File: src/rtl/wb_addr_decoder_n_if.sv
`default_nettype none
// ============================================================================
// Module   : wb_addr_decoder_n_if
// Purpose  : Wishbone bus bundle between one bus master, the address
//            decoder and NUM_SLAVES peripheral slaves.
// Revision : 1.0  initial release
// ============================================================================
interface wb_addr_decoder_n_if #(
  parameter int NUM_SLAVES = 4,
  parameter int ADDR_W     = 16,
  parameter int DATA_W     = 8,
  parameter int SLOT_BITS  = 8
);

  // Master side (bridge <-> decoder)
  logic [ADDR_W-1:0]            m_adr_i;
  logic [DATA_W-1:0]            m_dat_i;
  logic [DATA_W-1:0]            m_dat_o;
  logic                         m_we_i;
  logic                         m_cyc_i;
  logic                         m_stb_i;
  logic                         m_ack_o;
  logic                         m_err_o;

  // Slave side (decoder <-> peripherals)
  logic [SLOT_BITS-1:0]         s_adr_o;
  logic [DATA_W-1:0]            s_dat_o;
  logic                         s_we_o;
  logic [NUM_SLAVES-1:0]        s_cyc_o;
  logic [NUM_SLAVES-1:0]        s_stb_o;
  logic [NUM_SLAVES*DATA_W-1:0] s_dat_i;
  logic [NUM_SLAVES-1:0]        s_ack_i;

  // The bus master (SPI bridge) view
  modport master (
    output m_adr_i, m_dat_i, m_we_i, m_cyc_i, m_stb_i,
    input  m_dat_o, m_ack_o, m_err_o
  );

  // The peripheral slaves view
  modport slave (
    input  s_adr_o, s_dat_o, s_we_o, s_cyc_o, s_stb_o,
    output s_dat_i, s_ack_i
  );

  // The decoder view: slave towards the bridge, master towards peripherals
  modport dec (
    input  m_adr_i, m_dat_i, m_we_i, m_cyc_i, m_stb_i,
    output m_dat_o, m_ack_o, m_err_o,
    output s_adr_o, s_dat_o, s_we_o, s_cyc_o, s_stb_o,
    input  s_dat_i, s_ack_i
  );

endinterface
`default_nettype wire

File: src/rtl/wb_addr_decoder_n.sv
`default_nettype none
// ============================================================================
// Module   : wb_addr_decoder_n
// Purpose  : Registered Wishbone address decoder for one master and up to
//            NUM_SLAVES slaves. Decodes the slot from the upper address
//            bits, strobes exactly one slave, muxes its read data back,
//            answers unmapped slots with an error and keeps a saturating
//            count of error responses.
// Options  : WB_DEC_TIMEOUT_EN - when defined, a watchdog ends an ACTIVE
//            access with an error after TIMEOUT+1 strobe cycles without ack.
// Revision : 1.0  initial release
// ============================================================================
module wb_addr_decoder_n #(
  parameter int NUM_SLAVES = 4,
  parameter int ADDR_W     = 16,
  parameter int DATA_W     = 8,
  parameter int SLOT_BITS  = 8,
  parameter int TIMEOUT    = 255
) (
  input  logic                clk,
  input  logic                rst_n,
  wb_addr_decoder_n_if.dec    bus,
  output logic [7:0]          err_cnt_o
);

  localparam int SLOT_W = ADDR_W - SLOT_BITS;

  typedef enum logic [1:0] {
    ST_IDLE   = 2'd0,
    ST_ACTIVE = 2'd1,
    ST_RESP   = 2'd2
  } state_t;

  // Elaboration marker: a hierarchy containing this block means the
  // parameter set is outside the supported range.
  if (NUM_SLAVES < 1 || NUM_SLAVES > 16 || TIMEOUT < 1 || TIMEOUT > 65535)
  begin : g_param_range_bad
  end

  // --------------------------------------------------------------------------
  // Registered state
  // --------------------------------------------------------------------------
  state_t                 state_q,   state_d;
  logic [SLOT_BITS-1:0]   adr_q,     adr_d;
  logic [DATA_W-1:0]      wdat_q,    wdat_d;
  logic                   we_q,      we_d;
  logic [NUM_SLAVES-1:0]  sel_q,     sel_d;
  logic [DATA_W-1:0]      rdat_q,    rdat_d;
  logic                   ack_q,     ack_d;
  logic                   err_q,     err_d;
  logic [7:0]             err_cnt_q, err_cnt_d;

  // --------------------------------------------------------------------------
  // Request decode
  // --------------------------------------------------------------------------
  logic [SLOT_W-1:0]      req_slot;
  logic                   req_mapped;
  logic [NUM_SLAVES-1:0]  req_onehot;
  logic                   req_valid;

  assign req_slot   = bus.m_adr_i[ADDR_W-1:SLOT_BITS];
  assign req_mapped = ({1'b0, req_slot} < (SLOT_W+1)'(NUM_SLAVES));
  assign req_valid  = bus.m_cyc_i & bus.m_stb_i;

  // One-hot select vector for the requested slot (zero when unmapped).
  always_comb begin
    req_onehot = '0;
    for (int k = 0; k < NUM_SLAVES; k++) begin
      req_onehot[k] = (req_slot == SLOT_W'(k));
    end
  end

  // --------------------------------------------------------------------------
  // Selected-slave response path: only the strobed slave is listened to.
  // --------------------------------------------------------------------------
  logic                   sel_ack;
  logic [DATA_W-1:0]      sel_rdata;

  assign sel_ack = |(bus.s_ack_i & sel_q);

  // Read-data mux driven by the latched one-hot select.
  always_comb begin
    sel_rdata = '0;
    for (int k = 0; k < NUM_SLAVES; k++) begin
      if (sel_q[k]) begin
        sel_rdata = sel_rdata | bus.s_dat_i[k*DATA_W +: DATA_W];
      end
    end
  end

  // --------------------------------------------------------------------------
  // Watchdog
  // --------------------------------------------------------------------------
  logic timeout_hit;

`ifdef WB_DEC_TIMEOUT_EN
  logic [15:0] to_cnt_q;

  // Count cycles spent in ACTIVE; the count is zero on entry to ACTIVE.
  always_ff @(posedge clk or negedge rst_n) begin
    if (!rst_n) begin
      to_cnt_q <= '0;
    end else if (state_q == ST_ACTIVE) begin
      to_cnt_q <= to_cnt_q + 16'd1;
    end else begin
      to_cnt_q <= '0;
    end
  end

  // Fires on the (TIMEOUT+1)-th edge after the strobe was raised.
  assign timeout_hit = (state_q == ST_ACTIVE) && (to_cnt_q == 16'(TIMEOUT));
`else
  assign timeout_hit = 1'b0;
`endif

  // --------------------------------------------------------------------------
  // Error counter increment, saturating at 255
  // --------------------------------------------------------------------------
  logic [7:0] err_cnt_inc;
  assign err_cnt_inc = (err_cnt_q == 8'hFF) ? 8'hFF : err_cnt_q + 8'd1;

  // Next-state and next-output logic for the decoder FSM.
  always_comb begin
    state_d   = state_q;
    adr_d     = adr_q;
    wdat_d    = wdat_q;
    we_d      = we_q;
    sel_d     = sel_q;
    rdat_d    = rdat_q;
    ack_d     = 1'b0;
    err_d     = 1'b0;
    err_cnt_d = err_cnt_q;

    case (state_q)
      ST_IDLE: begin
        if (req_valid) begin
          adr_d  = bus.m_adr_i[SLOT_BITS-1:0];
          wdat_d = bus.m_dat_i;
          we_d   = bus.m_we_i;
          if (req_mapped) begin
            sel_d   = req_onehot;
            state_d = ST_ACTIVE;
          end else begin
            rdat_d    = '1;
            err_d     = 1'b1;
            err_cnt_d = err_cnt_inc;
            state_d   = ST_RESP;
          end
        end
      end

      ST_ACTIVE: begin
        // A master abort outranks everything; ack outranks the watchdog.
        if (!bus.m_cyc_i) begin
          sel_d   = '0;
          state_d = ST_IDLE;
        end else if (sel_ack) begin
          sel_d   = '0;
          ack_d   = 1'b1;
          state_d = ST_RESP;
          if (!we_q) begin
            rdat_d = sel_rdata;
          end
        end else if (timeout_hit) begin
          sel_d     = '0;
          rdat_d    = '1;
          err_d     = 1'b1;
          err_cnt_d = err_cnt_inc;
          state_d   = ST_RESP;
        end
      end

      ST_RESP: begin
        // Response cycle: the request inputs are deliberately ignored here.
        state_d = ST_IDLE;
      end

      default: begin
        sel_d   = '0;
        state_d = ST_IDLE;
      end
    endcase
  end

  // State and output registers.
  always_ff @(posedge clk or negedge rst_n) begin
    if (!rst_n) begin
      state_q   <= ST_IDLE;
      adr_q     <= '0;
      wdat_q    <= '0;
      we_q      <= 1'b0;
      sel_q     <= '0;
      rdat_q    <= '0;
      ack_q     <= 1'b0;
      err_q     <= 1'b0;
      err_cnt_q <= '0;
    end else begin
      state_q   <= state_d;
      adr_q     <= adr_d;
      wdat_q    <= wdat_d;
      we_q      <= we_d;
      sel_q     <= sel_d;
      rdat_q    <= rdat_d;
      ack_q     <= ack_d;
      err_q     <= err_d;
      err_cnt_q <= err_cnt_d;
    end
  end

  // --------------------------------------------------------------------------
  // Outputs
  // --------------------------------------------------------------------------
  assign bus.m_dat_o = rdat_q;
  assign bus.m_ack_o = ack_q;
  assign bus.m_err_o = err_q;
  assign bus.s_adr_o = adr_q;
  assign bus.s_dat_o = wdat_q;
  assign bus.s_we_o  = we_q;
  assign bus.s_cyc_o = sel_q;
  assign bus.s_stb_o = sel_q;
  assign err_cnt_o   = err_cnt_q;

endmodule
`default_nettype wire

File: src/flat_wrapper.sv
// flat-port wrapper written by rule: the top's interface ports become plain ports
module wb_addr_decoder_n_flat 
#(
  parameter int NUM_SLAVES = 4,
  parameter int ADDR_W     = 16,
  parameter int DATA_W     = 8,
  parameter int SLOT_BITS  = 8,
  parameter int TIMEOUT    = 255
)
  (clk, rst_n, err_cnt_o, bus_m_adr_i, bus_m_dat_i, bus_m_we_i, bus_m_cyc_i, bus_m_stb_i, bus_m_dat_o, bus_m_ack_o, bus_m_err_o, bus_s_adr_o, bus_s_dat_o, bus_s_we_o, bus_s_cyc_o, bus_s_stb_o, bus_s_dat_i, bus_s_ack_i);
  wb_addr_decoder_n_if #(.NUM_SLAVES(NUM_SLAVES), .ADDR_W(ADDR_W), .DATA_W(DATA_W), .SLOT_BITS(SLOT_BITS)) bus_i ();
  input  logic clk;
  input  logic rst_n;
  output logic [7:0] err_cnt_o;
  input wire logic [$bits(bus_i.m_adr_i)-1:0] bus_m_adr_i;
  input wire logic [$bits(bus_i.m_dat_i)-1:0] bus_m_dat_i;
  input wire logic [$bits(bus_i.m_we_i)-1:0] bus_m_we_i;
  input wire logic [$bits(bus_i.m_cyc_i)-1:0] bus_m_cyc_i;
  input wire logic [$bits(bus_i.m_stb_i)-1:0] bus_m_stb_i;
  output wire logic [$bits(bus_i.m_dat_o)-1:0] bus_m_dat_o;
  output wire logic [$bits(bus_i.m_ack_o)-1:0] bus_m_ack_o;
  output wire logic [$bits(bus_i.m_err_o)-1:0] bus_m_err_o;
  output wire logic [$bits(bus_i.s_adr_o)-1:0] bus_s_adr_o;
  output wire logic [$bits(bus_i.s_dat_o)-1:0] bus_s_dat_o;
  output wire logic [$bits(bus_i.s_we_o)-1:0] bus_s_we_o;
  output wire logic [$bits(bus_i.s_cyc_o)-1:0] bus_s_cyc_o;
  output wire logic [$bits(bus_i.s_stb_o)-1:0] bus_s_stb_o;
  input wire logic [$bits(bus_i.s_dat_i)-1:0] bus_s_dat_i;
  input wire logic [$bits(bus_i.s_ack_i)-1:0] bus_s_ack_i;
  assign bus_i.m_adr_i = bus_m_adr_i;
  assign bus_i.m_dat_i = bus_m_dat_i;
  assign bus_i.m_we_i = bus_m_we_i;
  assign bus_i.m_cyc_i = bus_m_cyc_i;
  assign bus_i.m_stb_i = bus_m_stb_i;
  assign bus_m_dat_o = bus_i.m_dat_o;
  assign bus_m_ack_o = bus_i.m_ack_o;
  assign bus_m_err_o = bus_i.m_err_o;
  assign bus_s_adr_o = bus_i.s_adr_o;
  assign bus_s_dat_o = bus_i.s_dat_o;
  assign bus_s_we_o = bus_i.s_we_o;
  assign bus_s_cyc_o = bus_i.s_cyc_o;
  assign bus_s_stb_o = bus_i.s_stb_o;
  assign bus_i.s_dat_i = bus_s_dat_i;
  assign bus_i.s_ack_i = bus_s_ack_i;
  wb_addr_decoder_n #(.NUM_SLAVES(NUM_SLAVES), .ADDR_W(ADDR_W), .DATA_W(DATA_W), .SLOT_BITS(SLOT_BITS), .TIMEOUT(TIMEOUT)) u_core (.clk(clk), .rst_n(rst_n), .bus(bus_i), .err_cnt_o(err_cnt_o));
endmodule
File: config.mk
export PLATFORM = sky130hd
export DESIGN_NAME = wb_addr_decoder_n_flat
export DESIGN_NICKNAME = d
export VERILOG_FILES = /design/src/rtl/wb_addr_decoder_n_if.sv /design/src/rtl/wb_addr_decoder_n.sv /design/src/flat_wrapper.sv
export SDC_FILE = /design/constraint.sdc
export NUM_CORES = 1
export LEC_CHECK = 0
export ABC_AREA = 1
export BUFFER_PORTS_ARGS = -buffer_cell sky130_fd_sc_hd__buf_2
export CORE_UTILIZATION = 45
export CTS_CLUSTER_DIAMETER = 40
export DETAILED_ROUTE_END_ITERATION = 12
export PLACE_DENSITY_LB_ADDON = 0.15
export SLEW_MARGIN = 20
export SYNTH_ARGS = -nofsm -noshare
export SYNTH_HDL_FRONTEND = slang
export SYNTH_SLANG_ARGS = --single-unit
File: constraint.sdc
create_clock -name clk -period 1.7 [get_ports clk]
set_input_delay 0.34 -clock clk [delete_from_list [all_inputs] [get_ports clk]]
set_output_delay 0.34 -clock clk [all_outputs]
set_load 0.01 [all_outputs]
# Word level (Yosys, flattened, before mapping)
# Cells that the tools add are included.
# Widths: inputs -> output; s select.
[totals] register_bits=41 input_bits=65 wordCells=67
[classes] n_mux=27 order_cmp=1 bitwise=7 n_eq_ne=13 reduce_logical=9 addsub=1
[op_table] cell="$mux 8" n=10
[op_table] cell="$or 8x8->8" n=3
[op_table] cell="$eq 8x2->1 const B" n=2
[op_table] cell="$mux 4" n=4
[op_table] cell="$pmux 8 s2" n=1
[op_table] cell="$pmux 4 s3" n=1
[op_table] cell="$add 8x1->8 const B" n=1
[op_table] cell="$eq 8x1->1 const B" n=1
[op_table] cell="$eq 8x8->1 const B" n=1
[op_table] cell="$logic_not 8->1" n=1
[op_table] cell="$lt 8x3->1 const B" n=1
[op_table] cell="$mux 2" n=4
[op_table] cell="$mux 1" n=6
[op_table] cell="$ne 2x1->1 const B" n=3
[op_table] cell="$ne 2x2->1 const B" n=3
[op_table] cell="$reduce_and 6->1" n=1
[op_table] cell="$and 4x4->4" n=1
[op_table] cell="$pmux 2 s2" n=1
[op_table] cell="$reduce_and 2->1" n=2
[op_table] cell="$reduce_and 4->1" n=1
[op_table] cell="$reduce_or 4->1" n=1
[op_table] cell="$ne 3x2->1 const B" n=1
[op_table] cell="$reduce_and 3->1" n=1
[op_table] cell="$eq 2x1->1 const B" n=1
[op_table] cell="5 further kinds" n=6

# Longest topological paths before layout
[depth] depth_word=11 ltp_mapped=9

# Worst setup path before layout
# OpenSTA, ideal clock, no wires.
[synth_timing] path_kind="flip-flop to flip-flop" startpoint="register u_core.err_cnt_q[0] (netlist: u_core.err_cnt_o[0])" endpoint="register u_core.err_cnt_q[0] (netlist: u_core.err_cnt_o[0])" stages_incl_launch_ff=8 required_ns=1.624 n_path_buf=0 period_less_slack_ns=1.400 arrival_time_ns=1.324 setup_ns=0.076 slack_ns=0.300 path_cell_list="dfrtp_1 ha_1 nand3_1 nor2_1 nand2_1 nand2_1 nand2_1 o21ai_1"
[synth_between] elab_chain_cells=2 elab_cells_between_ends=3
[synth_rtl] item="start: declaration" line="wb_addr_decoder_n.sv:51" source="logic [7:0] err_cnt_q, err_cnt_d;"
[synth_rtl] item="start signal: assignment" line="wb_addr_decoder_n.sv:206" source="err_cnt_q <= err_cnt_d;"
[synth_rtl] item="$add 8x1->8 / $eq 8x8->1 (equally long branches)" line="wb_addr_decoder_n.sv:120" source="assign err_cnt_inc = (err_cnt_q == 8'hFF) ? 8'hFF : err_cnt_q + 8'd1;"
[synth_rtl] item="$mux 8 (*)" line="wb_addr_decoder_n.sv:120"
# Every way passes the cells marked *; elsewhere a longest branch is shown, timed or not.
# A chain may end at the register's enable or synchronous reset.

# Worst setup path in the final report
[layout_timing] startpoint="register u_core.err_cnt_q[0] (netlist: u_core.err_cnt_o[0])" endpoint="register u_core.err_cnt_q[1] (netlist: u_core.err_cnt_o[1])"
# The elaborated chain is that of the path after synthesis.

==> results.sh <==
export IMPL_areaGrowthSynthToFinish_pct=32.00
export IMPL_gr_usage_all_layers_pct=19.94
export IMPL_post_cts_repair_setup_buffers=0
export IMPL_cts_hold_fix_buffers=0
export IMPL_timing_final_crit_share_pct=87.26
export IMPL_postRouteWirelength_um=5000
export IMPL_postSynthNetCount=356
export IMPL_grt_pass1_wl_um=8155
export IMPL_clockBufferDepth=2
export IMPL_slew_headroom_pct=66.30
export IMPL_number_of_global_route_vias_before_repair=1894
export IMPL_yosys_warnings=0
export IMPL_cp_num_buf_inv=0
export IMPL_synthesis_area_per_instance_um2=7.576
export IMPL_r2r_worst_path_cells=7
export IMPL_chipWidth_um=71.88
export IMPL_slew_violations=0
export IMPL_cp_start_kind="flip-flop"
export IMPL_setup_worst_path_start="u_core.err_cnt_o[0]$_DFFE_PN0P_"
export IMPL_r2r_endpoint="u_core.err_cnt_o[1]$_DFFE_PN0P_"
export IMPL_slowest_delay_ps=410
export IMPL_crit_path_most_repeated_cell="sky130_fd_sc_hd__nor2_1"
export IMPL_post_synth_most_frequent_cells="sky130_fd_sc_hd__nand2_1, sky130_fd_sc_hd__dfrtp_1, sky130_fd_sc_hd__nand3_1"
export IMPL_post_drt_wl_per_cell_um=10.68
export IMPL_rsz0062_at_grt="no"
export IMPL_clock_power_share_pct=21.1
export IMPL_netsw_uw=1364
export IMPL_synthDominantAreaCellType="sky130_fd_sc_hd__dfrtp_1"
export IMPL_netlist_area_leader_share_pct=46.70
export IMPL_result_of_the_run="complete, no violations"
export IMPL_path_class="reg2reg"
export IMPL_worst_ir_drop_vdd_uv=1017
export IMPL_ys_seq_elements=41
export IMPL_proportion_of_register_bits_with_asynchronous_set_or_reset_after_synthesis_pct=100.0
export IMPL_die_area_um2=5166
export IMPL_layout_drive_gt1_share_pct=34.41
export IMPL_rows=25
export IMPL_critical_path_top_delay_family="simple AND/OR/NAND/NOR gates"
export IMPL_ctsResizeCount=0
export IMPL_timing_worst_slew_pin_value_ps=505.5
export IMPL_cts_tree="done"
export IMPL_drc=0
export IMPL_synthMostInstantiatedCell="sky130_fd_sc_hd__nand2_1"
export IMPL_p_total_uw=3672
export IMPL_chipHeight_um=71.88
export IMPL_num_vias=2208
export IMPL_detail_route_first_pass_iterations=5
export IMPL_io_buffer_count=107
export IMPL_finalSetupViolations=0
export IMPL_p_seq_share_pct=41.6
export IMPL_clock_tree_htree_level_count=2
export IMPL_placedInstanceArea_um2=2785
export IMPL_postLayoutCoreUtil_pct=61.40
export IMPL_top_level_ports=108
export IMPL_power_share_combinational_pct=37.3
export IMPL_ranking_of_synthesized_cells_by_area="sky130_fd_sc_hd__dfrtp_1, sky130_fd_sc_hd__nand2_1, sky130_fd_sc_hd__nand3_1"
export IMPL_worstSkewPairLatency_ps=290
export IMPL_avgViaCountPerCell=4.718
export IMPL_design_area_um2=2900
export IMPL_hold_class="in2async"
export IMPL_worstPathArrival_ps=1700
export IMPL_grt_antenna_before_repair=0
export IMPL_cts_root_buf="sky130_fd_sc_hd__clkbuf_8"
export IMPL_fmaxAchievable_ghz=0.6741
export IMPL_switching_power_as_a_share_of_total_power_pct=37.16
export IMPL_grt_max_degree=23
export IMPL_synth_yosys_seq_area_share_pct=46.70
export IMPL_clkSinkCount=41
export IMPL_post_synth_instance_area_um2=2197
export IMPL_leakage_uw=0.001674
export IMPL_timing_setup_tns_ps=0
export IMPL_critical_path_endpoint="u_core.err_cnt_o[1]$_DFFE_PN0P_"
export IMPL_power_density_nw_per_um2=1266
export IMPL_fp_coreArea_um2=4723
export IMPL_drt_initial_drc_count=115
export IMPL_gp_routability_congestion=0.7831
export IMPL_finish_net_count=466
export IMPL_cells_traversed_along_the_worst_timing_path="ha_1, nand3_1, nor2_1, nand2_1, nand2_1, nor2_1, nor2_1"
export IMPL_tritoncts_num_buffers=5
export IMPL_end_kind="flip-flop"
export IMPL_netlist_cell_type_count=28
export IMPL_hpwl_um=3858
export IMPL_most_common_flop_cell_mapped_by_yosys="sky130_fd_sc_hd__dfrtp_1"
export IMPL_r2r_setup_slack_ps=220
export IMPL_synth_edf_count=0
export IMPL_final_hold_worst_slack_ps=11.28
export IMPL_ant_nets=0
export IMPL_grt_overflow_total=0
export IMPL_critical_path_depth=7
export IMPL_cp_data_required_time_ps=1920
export IMPL_cp_max_fo=5
export IMPL_diodes=0
export IMPL_post_synthesis_cells=290
export IMPL_critical_path_slowest_cell="sky130_fd_sc_hd__dfrtp_1"
export IMPL_final_period_minus_worst_setup_slack_ps=1483
export IMPL_initial_standard_cell_utilization_of_the_core_pct=46.52
export IMPL_worstReg2RegStart="u_core.err_cnt_o[0]$_DFFE_PN0P_"
export IMPL_clock_skew_ps=5.012
export IMPL_hold_viol=0
export IMPL_power_report_internal_total_uw=2308
export IMPL_cap_violations=0
export IMPL_clk_pin_slew_worst_paths_ps=80
-- state kept, by name, summed over array words and instances (netlist names) --
register	cells
u_core.bus.m_ack_o	1
u_core.bus.m_dat_o	8
u_core.bus.m_err_o	1
u_core.bus.s_adr_o	8
u_core.bus.s_cyc_o	4
u_core.bus.s_dat_o	8
u_core.bus.s_we_o	1
u_core.err_cnt_o	8
u_core.state_q	2
-- how the worst min path moves through the flow --
| stage | slack (ps) | end | depth (start not counted) |
|---|---|---|---|
| 2_1_floorplan | 40 | u_core.bus.m_ack_o$_DFF_PN0_ | 0 |
| 3_3_place_gp | 340 | u_core.bus.m_dat_o[2]$_DFFE_PN0P_ | 1 |
| 3_5_place_dp | 340 | u_core.bus.m_dat_o[2]$_DFFE_PN0P_ | 1 |
| 4_1_cts | 30 | u_core.bus.m_dat_o[2]$_DFFE_PN0P_ | 1 |
| 5_1_grt | 40 | u_core.bus.m_dat_o[2]$_DFFE_PN0P_ | 1 |
| 6_report | 10 | u_core.bus.m_dat_o[2]$_DFFE_PN0P_ | 1 |
-- power by group through the flow --
stage | logic (µW) | clock network (µW) | registers [µW]
floorplan | 661 | 0 | 1700
global placement | 1370 | 0 | 1540
detailed placement | 1390 | 0 | 1550
CTS | 1390 | 805 | 1530
global route | 1540 | 844 | 1570
finish | 1370 | 776 | 1530
-- layout by cell type (no fill, tap or decap), types with 2 or more instances in the layout --
cell                       count
sky130_fd_sc_hd__o21ai_0       3
sky130_fd_sc_hd__nand2_1     136
sky130_fd_sc_hd__nand2_4       2
sky130_fd_sc_hd__clkbuf_8      5
sky130_fd_sc_hd__nor2_1       14
sky130_fd_sc_hd__o21ai_1       2
sky130_fd_sc_hd__buf_2       107
sky130_fd_sc_hd__inv_1        14
sky130_fd_sc_hd__nand3b_1      3
sky130_fd_sc_hd__nor3_1        5
sky130_fd_sc_hd__nand3_1      24
sky130_fd_sc_hd__dfrtp_1      41
sky130_fd_sc_hd__nor2_4        3
sky130_fd_sc_hd__a21oi_1      17
sky130_fd_sc_hd__nand2_2       2
sky130_fd_sc_hd__buf_4         8
-- worst register-to-register path: cells and delay by family (launching register included) --
kind                       cells  cell delay, ps
DFF                            1             410
and+or+nand+nor                6             790
adders and majority gates      1             210
-- layout make-up --
| class | count | area [µm²] |
|---|---|---|
| clock inverters | 3 | 46.29 |
| well taps | 67 | 83.83 |
| flip-flops and latches | 41 | 1026 |
| multi-input cells | 220 | 1012 |
| fillers | 443 | 1823 |
| repair buffers | 115 | 595.6 |
| clock buffers | 5 | 68.82 |
| inverters | 17 | 67.56 |
-- metal layers --
layer	GRT usage [%]	part of all wire, %	vias to the layer above
met5	0	0	-
met3	4.360	5.6	2
met2	34.80	50	70
li1	-	-	1132
met4	5.011	0.48	0
met1	25.16	44	1004
-- logic make-up after synthesis --
| group | after synthesis | synth area share (%) |
|---|---|---|
| compound gates | 25 | 6.321 |
| buf+inv | 29 | 7.232 |
| simple gates | 194 | 39.18 |
| fa+ha+maj | 1 | 0.5694 |
| flops | 41 | 46.70 |
-- stage by stage --
stage          instances  setup WS, ps
3_5_place_dp         460         220.3
6_report             468         216.6
5_1_grt              468         57.07
3_3_place_gp         460         271.0
2_1_floorplan        290         300.0
4_1_cts              468         206.4
Note: power is estimated with default switching activity, not from simulation.
